<file path="src/rtl/srv_icb_pkg.sv">
// Shared ICB types, widths and arbiter lock-state encoding for the srv ICB fabric.
package srv_icb_pkg;

    localparam int unsigned W_ADDR = 32;
    localparam int unsigned W_DATA = 32;
    localparam int unsigned W_MASK = W_DATA / 8;
    localparam int unsigned W_CMD  = W_ADDR + 1 + W_DATA + W_MASK;
    localparam int unsigned W_RESP = W_DATA + 1;

    typedef struct packed {
        logic [W_ADDR-1:0] addr;
        logic              read;
        logic [W_DATA-1:0] wdata;
        logic [W_MASK-1:0] wmask;
    } icb_cmd_t;

    typedef struct packed {
        logic [W_DATA-1:0] rdata;
        logic              err;
    } icb_resp_t;

    typedef enum logic {
        LOCK_OFF,
        LOCK_ON
    } lock_state_e;

    function automatic int unsigned cmd_width(input int unsigned aw, input int unsigned dw);
        return aw + 1 + dw + dw / 8;
    endfunction

endpackage

</file>
<file path="src/rtl/srv_rr_arb.sv">
// One-hot request arbiter with grant lock; round-robin by default,
// fixed lowest-index priority when SRV_ICB_NV1_FIXED_PRIO_EN is defined.
module srv_rr_arb
    import srv_icb_pkg::*;
#(
    parameter int unsigned N = 2
) (
    input  logic         clk,
    input  logic         reset,
    input  logic [N-1:0] req,
    input  logic         stall,
    input  logic         adv,
    output logic [N-1:0] grant
);

    logic [N-1:0] pick;
    logic [N-1:0] held_q;
    lock_state_e  state_q, state_d;

`ifdef SRV_ICB_NV1_FIXED_PRIO_EN
    always_comb begin
        pick = '0;
        for (int unsigned i = 0; i < N; i++) begin
            if (req[i] && pick == '0) pick[i] = 1'b1;
        end
    end
`else
    localparam int unsigned PW = (N > 1) ? $clog2(N) : 1;

    logic [PW-1:0] ptr_q, ptr_d;

    always_comb begin
        int unsigned idx;
        idx  = 0;
        pick = '0;
        for (int unsigned k = 0; k < N; k++) begin
            idx = (32'(ptr_q) + k) % N;
            if (req[idx] && pick == '0) pick[idx] = 1'b1;
        end
    end

    // Pointer moves to one past whoever actually handshook, locked or not.
    always_comb begin
        ptr_d = ptr_q;
        for (int unsigned i = 0; i < N; i++) begin
            if (grant[i]) ptr_d = (i == N - 1) ? '0 : PW'(i + 1);
        end
    end

    always_ff @(posedge clk) begin
        if (reset)    ptr_q <= '0;
        else if (adv) ptr_q <= ptr_d;
    end
`endif

    always_comb begin
        state_d = state_q;
        grant   = pick;
        case (state_q)
            LOCK_OFF: if (stall) state_d = LOCK_ON;
            LOCK_ON: begin
                grant = held_q;
                if (adv) state_d = LOCK_OFF;
            end
            default: state_d = LOCK_OFF;
        endcase
    end

    always_ff @(posedge clk) begin
        if (reset) begin
            state_q <= LOCK_OFF;
            held_q  <= '0;
        end else begin
            state_q <= state_d;
            if (state_q == LOCK_OFF && stall) held_q <= pick;
        end
    end

endmodule

</file>
<file path="src/rtl/srv_sync_fifo.sv">
// Synchronous circular FIFO with occupancy counter; flush clears it like reset.
module srv_sync_fifo #(
    parameter int unsigned DP = 2,
    parameter int unsigned DW = 2
) (
    input  logic          clk,
    input  logic          reset,
    input  logic          flush,
    input  logic          push,
    input  logic [DW-1:0] din,
    input  logic          pop,
    output logic [DW-1:0] dout,
    output logic          empty,
    output logic          full
);

    localparam int unsigned AW = (DP > 1) ? $clog2(DP) : 1;
    localparam int unsigned CW = $clog2(DP + 1);

    logic [DW-1:0] mem [DP];
    logic [AW-1:0] wr_q, rd_q;
    logic [CW-1:0] cnt_q;
    logic          do_push, do_pop;

    function automatic logic [AW-1:0] inc(input logic [AW-1:0] p);
        return (p == AW'(DP - 1)) ? '0 : p + 1'b1;
    endfunction

    assign empty   = (cnt_q == '0);
    assign full    = (cnt_q == CW'(DP));
    assign do_push = push & ~full;
    assign do_pop  = pop & ~empty;
    assign dout    = mem[rd_q];

    always_ff @(posedge clk) begin
        if (reset || flush) begin
            wr_q  <= '0;
            rd_q  <= '0;
            cnt_q <= '0;
        end else begin
            if (do_push) wr_q <= inc(wr_q);
            if (do_pop)  rd_q <= inc(rd_q);
            case ({do_push, do_pop})
                2'b10:   cnt_q <= cnt_q + 1'b1;
                2'b01:   cnt_q <= cnt_q - 1'b1;
                default: cnt_q <= cnt_q;
            endcase
        end
    end

    always_ff @(posedge clk) begin
        if (do_push) mem[wr_q] <= din;
    end

endmodule

</file>
<file path="src/rtl/srv_icb_nv1_arb.sv">
// N-to-1 ICB arbiter: grants one upstream master onto the downstream port and
// routes in-order responses back via an order FIFO. Option: SRV_ICB_NV1_FIXED_PRIO_EN.
module srv_icb_nv1_arb
    import srv_icb_pkg::*;
#(
    parameter int unsigned G_US_NUM = 2,
    parameter int unsigned G_W_ADDR = W_ADDR,
    parameter int unsigned G_W_DATA = W_DATA,
    parameter int unsigned G_MPX    = 2
) (
    input  logic                                  clk,
    input  logic                                  reset,
    output logic                                  active,
    input  logic [G_US_NUM-1:0]                   us_cmd_valid,
    output logic [G_US_NUM-1:0]                   us_cmd_ready,
    input  logic [G_US_NUM-1:0][G_W_ADDR-1:0]     us_cmd_addr,
    input  logic [G_US_NUM-1:0]                   us_cmd_read,
    input  logic [G_US_NUM-1:0][G_W_DATA-1:0]     us_cmd_wdata,
    input  logic [G_US_NUM-1:0][G_W_DATA/8-1:0]   us_cmd_wmask,
    output logic [G_US_NUM-1:0]                   us_resp_valid,
    input  logic [G_US_NUM-1:0]                   us_resp_ready,
    output logic [G_US_NUM-1:0][G_W_DATA-1:0]     us_resp_rdata,
    output logic [G_US_NUM-1:0]                   us_resp_err,
    output logic                                  ds_cmd_valid,
    input  logic                                  ds_cmd_ready,
    output logic [G_W_ADDR-1:0]                   ds_cmd_addr,
    output logic                                  ds_cmd_read,
    output logic [G_W_DATA-1:0]                   ds_cmd_wdata,
    output logic [G_W_DATA/8-1:0]                 ds_cmd_wmask,
    input  logic                                  ds_resp_valid,
    output logic                                  ds_resp_ready,
    input  logic [G_W_DATA-1:0]                   ds_resp_rdata,
    input  logic                                  ds_resp_err
);

    localparam int unsigned WC = cmd_width(G_W_ADDR, G_W_DATA);

    logic [G_US_NUM-1:0]         grant, head;
    logic [G_US_NUM-1:0][WC-1:0] us_cmd_flat;
    logic [WC-1:0]               ds_cmd_flat;
    logic                        fifo_full, fifo_empty;
    logic                        cmd_hs, cmd_stall, resp_hs;

    assign ds_cmd_valid = (|us_cmd_valid) & ~fifo_full;
    assign cmd_hs       = ds_cmd_valid & ds_cmd_ready;
    assign cmd_stall    = ds_cmd_valid & ~ds_cmd_ready;
    assign us_cmd_ready = grant & {G_US_NUM{ds_cmd_ready & ~fifo_full}};

    srv_rr_arb #(
        .N (G_US_NUM)
    ) u_arb (
        .clk   (clk),
        .reset (reset),
        .req   (us_cmd_valid),
        .stall (cmd_stall),
        .adv   (cmd_hs),
        .grant (grant)
    );

    always_comb begin
        ds_cmd_flat = '0;
        for (int unsigned i = 0; i < G_US_NUM; i++) begin
            us_cmd_flat[i] = {us_cmd_addr[i], us_cmd_read[i], us_cmd_wdata[i], us_cmd_wmask[i]};
            if (grant[i]) ds_cmd_flat = ds_cmd_flat | us_cmd_flat[i];
        end
    end

    assign {ds_cmd_addr, ds_cmd_read, ds_cmd_wdata, ds_cmd_wmask} = ds_cmd_flat;

    srv_sync_fifo #(
        .DP (G_MPX),
        .DW (G_US_NUM)
    ) u_order_fifo (
        .clk   (clk),
        .reset (reset),
        .flush (1'b0),
        .push  (cmd_hs),
        .din   (grant),
        .pop   (resp_hs),
        .dout  (head),
        .empty (fifo_empty),
        .full  (fifo_full)
    );

    // Head entry is only trusted while non-empty; stale storage never leaks out.
    assign us_resp_valid = head & {G_US_NUM{ds_resp_valid & ~fifo_empty}};
    assign ds_resp_ready = ~fifo_empty & (|(head & us_resp_ready));
    assign resp_hs       = ds_resp_valid & ds_resp_ready;
    assign active        = ~fifo_empty;

    always_comb begin
        for (int unsigned i = 0; i < G_US_NUM; i++) begin
            us_resp_rdata[i] = ds_resp_rdata;
        end
    end

    assign us_resp_err = {G_US_NUM{ds_resp_err}};

endmodule

</file>
<file path="config.mk">
export PLATFORM = sky130hd
export DESIGN_NAME = srv_icb_nv1_arb
export DESIGN_NICKNAME = d
export VERILOG_FILES = /design/src/rtl/srv_icb_pkg.sv /design/src/rtl/srv_rr_arb.sv /design/src/rtl/srv_sync_fifo.sv /design/src/rtl/srv_icb_nv1_arb.sv
export SDC_FILE = /design/constraint.sdc
export NUM_CORES = 1
export LEC_CHECK = 0
export CORE_AREA = 2 2 124 126
export DETAILED_ROUTE_END_ITERATION = 7
export DIE_AREA = 0 0 126 128
export HOLD_SLACK_MARGIN = 0.02
export SYNTH_ARGS = -nofsm -noshare
export SYNTH_HDL_FRONTEND = slang
export SYNTH_SLANG_ARGS = --single-unit
</file>
<file path="constraint.sdc">
create_clock -name clk -period 2.2 [get_ports clk]
set_input_delay 0.44 -clock clk [delete_from_list [all_inputs] [get_ports clk]]
set_output_delay 0.44 -clock clk [all_outputs]
set_load 0.03 [all_outputs]
</file>
# Word-level counts from Yosys, hierarchy flattened
# Memory sizes are Yosys's and may differ from the RTL's. A register that Yosys moved wholly into a read port is not among the register bits.
# Index checks and enable logic that the tools add are counted.
totals:
  reg_bits: 8
  latchBits: 0
  mem_bits_rw: 4
  romBits: 0
  in_bits: 179
  output_inout_bits: 142
  word_cells: 73
  n_memories: 1
memory_table:
  columns: ["name", "depth", "word_bits", "read_ports", "rd_clocked_by_memory_dff", "wr", "line_no", "source"]
  rows:
  - ["u_order_fifo.mem", 2, 2, 1, 1, 1, "srv_sync_fifo.sv:20", "logic [DW-1:0] mem [DP];"]
op_classes:
  add_sub_neg: 5
  mul: 0
  n_div: 0
  order_cmp: 4
  n_eq_ne: 3
  shift: 0
  n_mux: 25
  bitwise: 18
  n_reduce_logical: 11
ops:
  columns: ["operator", "n"]
  rows:
  - ["2-to-1 mux 69 bit", 2]
  - ["OR 69 bit", 1]
  - ["2-to-1 mux 1 bit", 16]
  - ["AND 1 bit", 9]
  - ["AND 2 bit", 3]
  - ["2-to-1 mux 2 bit", 3]
  - ["equality test 2 bit (second input constant)", 2]
  - ["logical AND 1 bit", 4]
  - ["zero test 2 bit", 2]
  - ["< comparator 1 x 2 -> 1 bit (second input constant)", 2]
  - ["inverter 1 bit", 4]
  - ["one-hot mux 2 bit (2 select lines)", 1]
  - ["nonzero test 2 bit", 2]
  - ["OR reduction 2 bit", 2]
  - ["adder 1 bit (second input constant)", 3]
  - ["adder 2 x 1 -> 2 bit (second input constant)", 1]
  - ["demux 1 bit (select 1 bit)", 2]
  - ["equality test 2 x 1 -> 1 bit (second input constant)", 1]
  - [">= comparator 1 bit (second input constant)", 2]
  - ["OR 2 bit", 1]
  - ["one-hot mux 1 bit (2 select lines)", 1]
  - ["AND reduction 2 bit", 1]
  - ["subtractor 2 x 1 -> 2 bit (second input constant)", 1]

# Longest topological paths before layout
logic_depth:
  ltp_word: 12
  mapped_depth: 7
  mapped_depth_nobuf: 7

# Cells and area by module
# Synthesis repeated with hierarchy kept, for this count alone.
unflattened:
  hier_cells: 223
  area_unflattened_um2: 1943.1
modules_own_cells:
  columns: ["module", "instances", "cells_each", "area_each_um2", "seq_area_each_um2"]
  rows:
  - ["srv_icb_nv1_arb", 1, 164, 1356.3, 0.0]
  - ["srv_sync_fifo", 1, 33, 372.9, 220.2]
  - ["srv_rr_arb", 1, 26, 214.0, 80.1]

# Worst setup path after synthesis
# OpenSTA, ideal clock, no wires.
synth_timing:
  path_type: "input to output"
  start: "input us_cmd_valid[0]"
  end: "output ds_cmd_addr[10]"
  arrival_time_ns: 1.501
  required_ns: 1.760
  path_slack_ns: 0.259
  path_stages: 5
  path_buffers: 1
  path_cell_list: "inv_1 > o21ai_1 > o21ai_2 > clkbuf_1 > a22o_1"
synth_via:
  elab_chain_cells: 10
  elab_cells_between_ends: 13
  cone_classes: "mux (9); bitwise (2); reduce/logical (2)"
synth_rtl:
  columns: ["element", "line_no", "source"]
  rows:
  - ["start: declaration", "srv_icb_nv1_arb.sv:14", "input logic [G_US_NUM-1:0] us_cmd_valid,"]
  - ["2-to-1 mux 1 bit (not written as such) (2 in series)", "srv_rr_arb.sv:38", "if (req[idx] && pick == '0) pick[idx] = 1'b1;"]
  - ["2-to-1 mux 2 bit", "srv_rr_arb.sv:38", null]
  - ["zero test 2 bit", "srv_rr_arb.sv:38", null]
  - ["logical AND 1 bit", "srv_rr_arb.sv:38", null]
  - ["2-to-1 mux 2 bit *", "srv_rr_arb.sv:38", null]
  - ["2-to-1 mux 2 bit *", "srv_rr_arb.sv:59", "case (state_q)"]
  - ["2-to-1 mux 69 bit", "srv_icb_nv1_arb.sv:64", "if (grant[i]) ds_cmd_flat = ds_cmd_flat | us_cmd_flat[i];"]
  - ["OR 69 bit", "srv_icb_nv1_arb.sv:64", null]
  - ["2-to-1 mux 69 bit *", "srv_icb_nv1_arb.sv:64", null]
  - ["end: declaration", "srv_icb_nv1_arb.sv:26", "output logic [G_W_ADDR-1:0] ds_cmd_addr,"]
# Every way passes the cells marked *; elsewhere a longest branch is shown, timed or not. The select of a mux whose other input is x is not followed.

# Worst setup path in the final report
layout_timing:
  start: "input us_cmd_valid[1]"
  end: "output ds_cmd_addr[18]"
# Same word-level chain as after synthesis.

==> flow_summary.yaml <==
place:
  place.gp.congestion: 0.727
  dpl.hpwl_um: 7260
  place_area_mm2: 0.00376
  io_buffer_count: 221
power:
  leakage_nw: 1.79
  power.total_mw: 2.29
  p_per_area_mw_per_mm2: 547
  ir_worst_vdd_mv: 0.220
clocking:
  ctsHoldBuffers: 0
  cts_root_buf: "clkbuf_16"
  clock_sinks: 13
  cts_tree: "yes"
  clkTransAtPathRegs_ns: 0.04
  cts.path.max_buffers: 2
  cts_made_buffers: 3
  h-tree-depth: 1
  clk-insertion-delay-late_ns: 0.24
synthesis:
  avgSynthCellArea_um2: 8.79
  ys_async_sr_fraction_pct: 0
  synthesis.nets: 394
  ys_seq_area_share_pct: 16.0
  synth_area_leaders: "a22o_1 32%, buf_4 26%, dfxtp_1 9.6%, edfxtp_1 6.4%, buf_6 4.8%"
  yosysTopAreaCell: "a22o_1"
  syn_area_mm2: 0.00188
  ys_warn_count: 0
  netlist.area_leader.share_pct: 32.1
  synthesis.instances: 214
  synthDistinctLibCells: 34
  ys_ff_latch: 13
  synth-edff-count: 4
  synth_ff_type: "dfxtp_1"
floorplanning:
  die_x_um: 126
  die_area_mm2: 0.0161
  num_rows: 45
  die_y_um: 128
  start_util_pct: 12.7
  placeableCoreArea_mm2: 0.0149
  io_pins: 321
sta:
  setup_violations: 0
  fmax_ghz: 0.469
  rsz0062_at_grt: "false"
  max-slew-margin-rel_pct: 72.7
  worst_pin_slew_ns: 0.408
  drv_slew: 0
  fin_tns_setup_ns: 0
  hold_ws_ns: 0.509
  fin_crit_ns: 2.13
  final_hold_viol_count: 0
  skew_ns: 0.00105
  finalCritPeriodShare_pct: 97.0
hold_path:
  holdCritPathClass: "flip-flop to flip-flop"
cells_and_area:
  antenna_cells: 0
  drive_gt1_share_pct: 32.5
  final_common_cell: "clkdlybuf4s50_1"
  synthToLayoutAreaGrowth_pct: 123
  finalInstanceArea_mm2: 0.00419
  finalNetCount: 560
  nFillCells: 1588
  final_util_pct: 28.2
  final_cell_mix: "144 x clkdlybuf4s50_1, 67 x a22o_1, 62 x buf_4"
drt:
  drt_iter0_markers: 53
  remaining_drc_errors: 0
  drtPass1Iterations: 4
  drtAntennaViolNets: 0
  totalWireLength_um: 9840
  vias: 2234
  via_per_inst: 3.94
  wire_per_inst_um: 17.3
run_status:
  status: "completed"
setup_path:
  path_max_fanout: 13
  critPathArrivalTime_ns: 1.69
  worstSetupPathType: "primary input to primary output"
  end_kind: "primary output"
  crit_required_ns: 1.76
  cp-start-kind: "primary input"
grt:
  grt_max_degree: 26
  grt_pass1_vias: 2330
  grt_pass1_wl_um: 13400
  antenna_found_initial: 0
  grt_overflow: 0
  track_usage_pct: 10.9
job:
  drv_cap: 0
[routing by layer]
metal | part of all wire (%) | GRT usage (%)
met1 | 39 | 12.5
met2 | 55 | 21.4
met5 | 0 | 0
met3 | 5.6 | 1.59
met4 | 0.35 | 1.81
[report_power, final]
part           leakage [nW]  internal (mW)  total (mW)  switching [mW]
Sequential            0.112          0.280       0.306          0.0256
Clock                0.0409          0.241       0.337          0.0957
Combinational          1.63          0.868        1.65           0.780
Total                  1.79           1.39        2.29           0.901
[kinds of logic after synthesis]
group	share of synthesized area, %
adder cells (fa/ha/maj)	0.665
buffers and inverters	33.4
XOR/XNOR	1.40
AND/OR/NAND/NOR	8.18
AO/OA/AOI/OAI	38.0
flip-flops	16.0
multiplexers	2.39
[synth_stat cells (all sizes together) (3+ instances only)]
master  number
buf         79
nor2         8
a21oi        4
a22o        69
clkbuf       3
and3         4
mux2         4
nand2        5
o21ai        4
dfxtp        9
edfxtp       4
[cell type report]
class / count / area, um^2 / share of cell area (%)
sequential: 13 / 303 / 7.23
inverter: 2 / 7.51 / 0.179
tap: 188 / 235 / 5.62
multi-input combinational: 117 / 988 / 23.6
timing repair buffer: 243 / 2570 / 61.5
clock buffer: 3 / 75.1 / 1.79
clock inverter: 1 / 5.00 / 0.120
[path summary, 6_finish.rpt]
check	endpoint	depth (start not counted)	slack (ns)	from
worst min-delay path	u_order_fifo.cnt_q[1]	2	0.51	u_order_fifo.cnt_q[1]
worst min register to register	u_order_fifo.cnt_q[1]	2	0.51	u_order_fifo.cnt_q[1]
worst max register to register	u_order_fifo.cnt_q[1]	6	0.46	flip-flop
worst max-delay path	ds_cmd_addr[18]	8	0.07	us_cmd_valid[1]
[metrics by stage]
stage,instances,setup slack [ns]
3_5_place_dp,551,-0.267
3_3_place_gp,551,-0.237
4_1_cts,567,0.00779
6_report,567,0.0664
2_1_floorplan,214,0.259
5_1_grt,567,0.0125
[worst max-delay path, cell delays in order]
cell and delay [ns]:
buf_2 0.13, and2_4 0.16, o31ai_4 0.20, buf_12 0.16, buf_12 0.13, buf_16 0.14, a22o_1 0.19, buf_12 0.13
[what timing repair did]
action | 4_1_cts | 5_1_grt
pin swaps | 6 | 4
gates cloned | 6 | 0
gates resized for setup | 30 | 6
setup endpoints to repair | 70 | 70
setup buffers | 6 | 0
endpoints found under the hold margin | 0 | 0
Power figures use the tool's default switching activity.
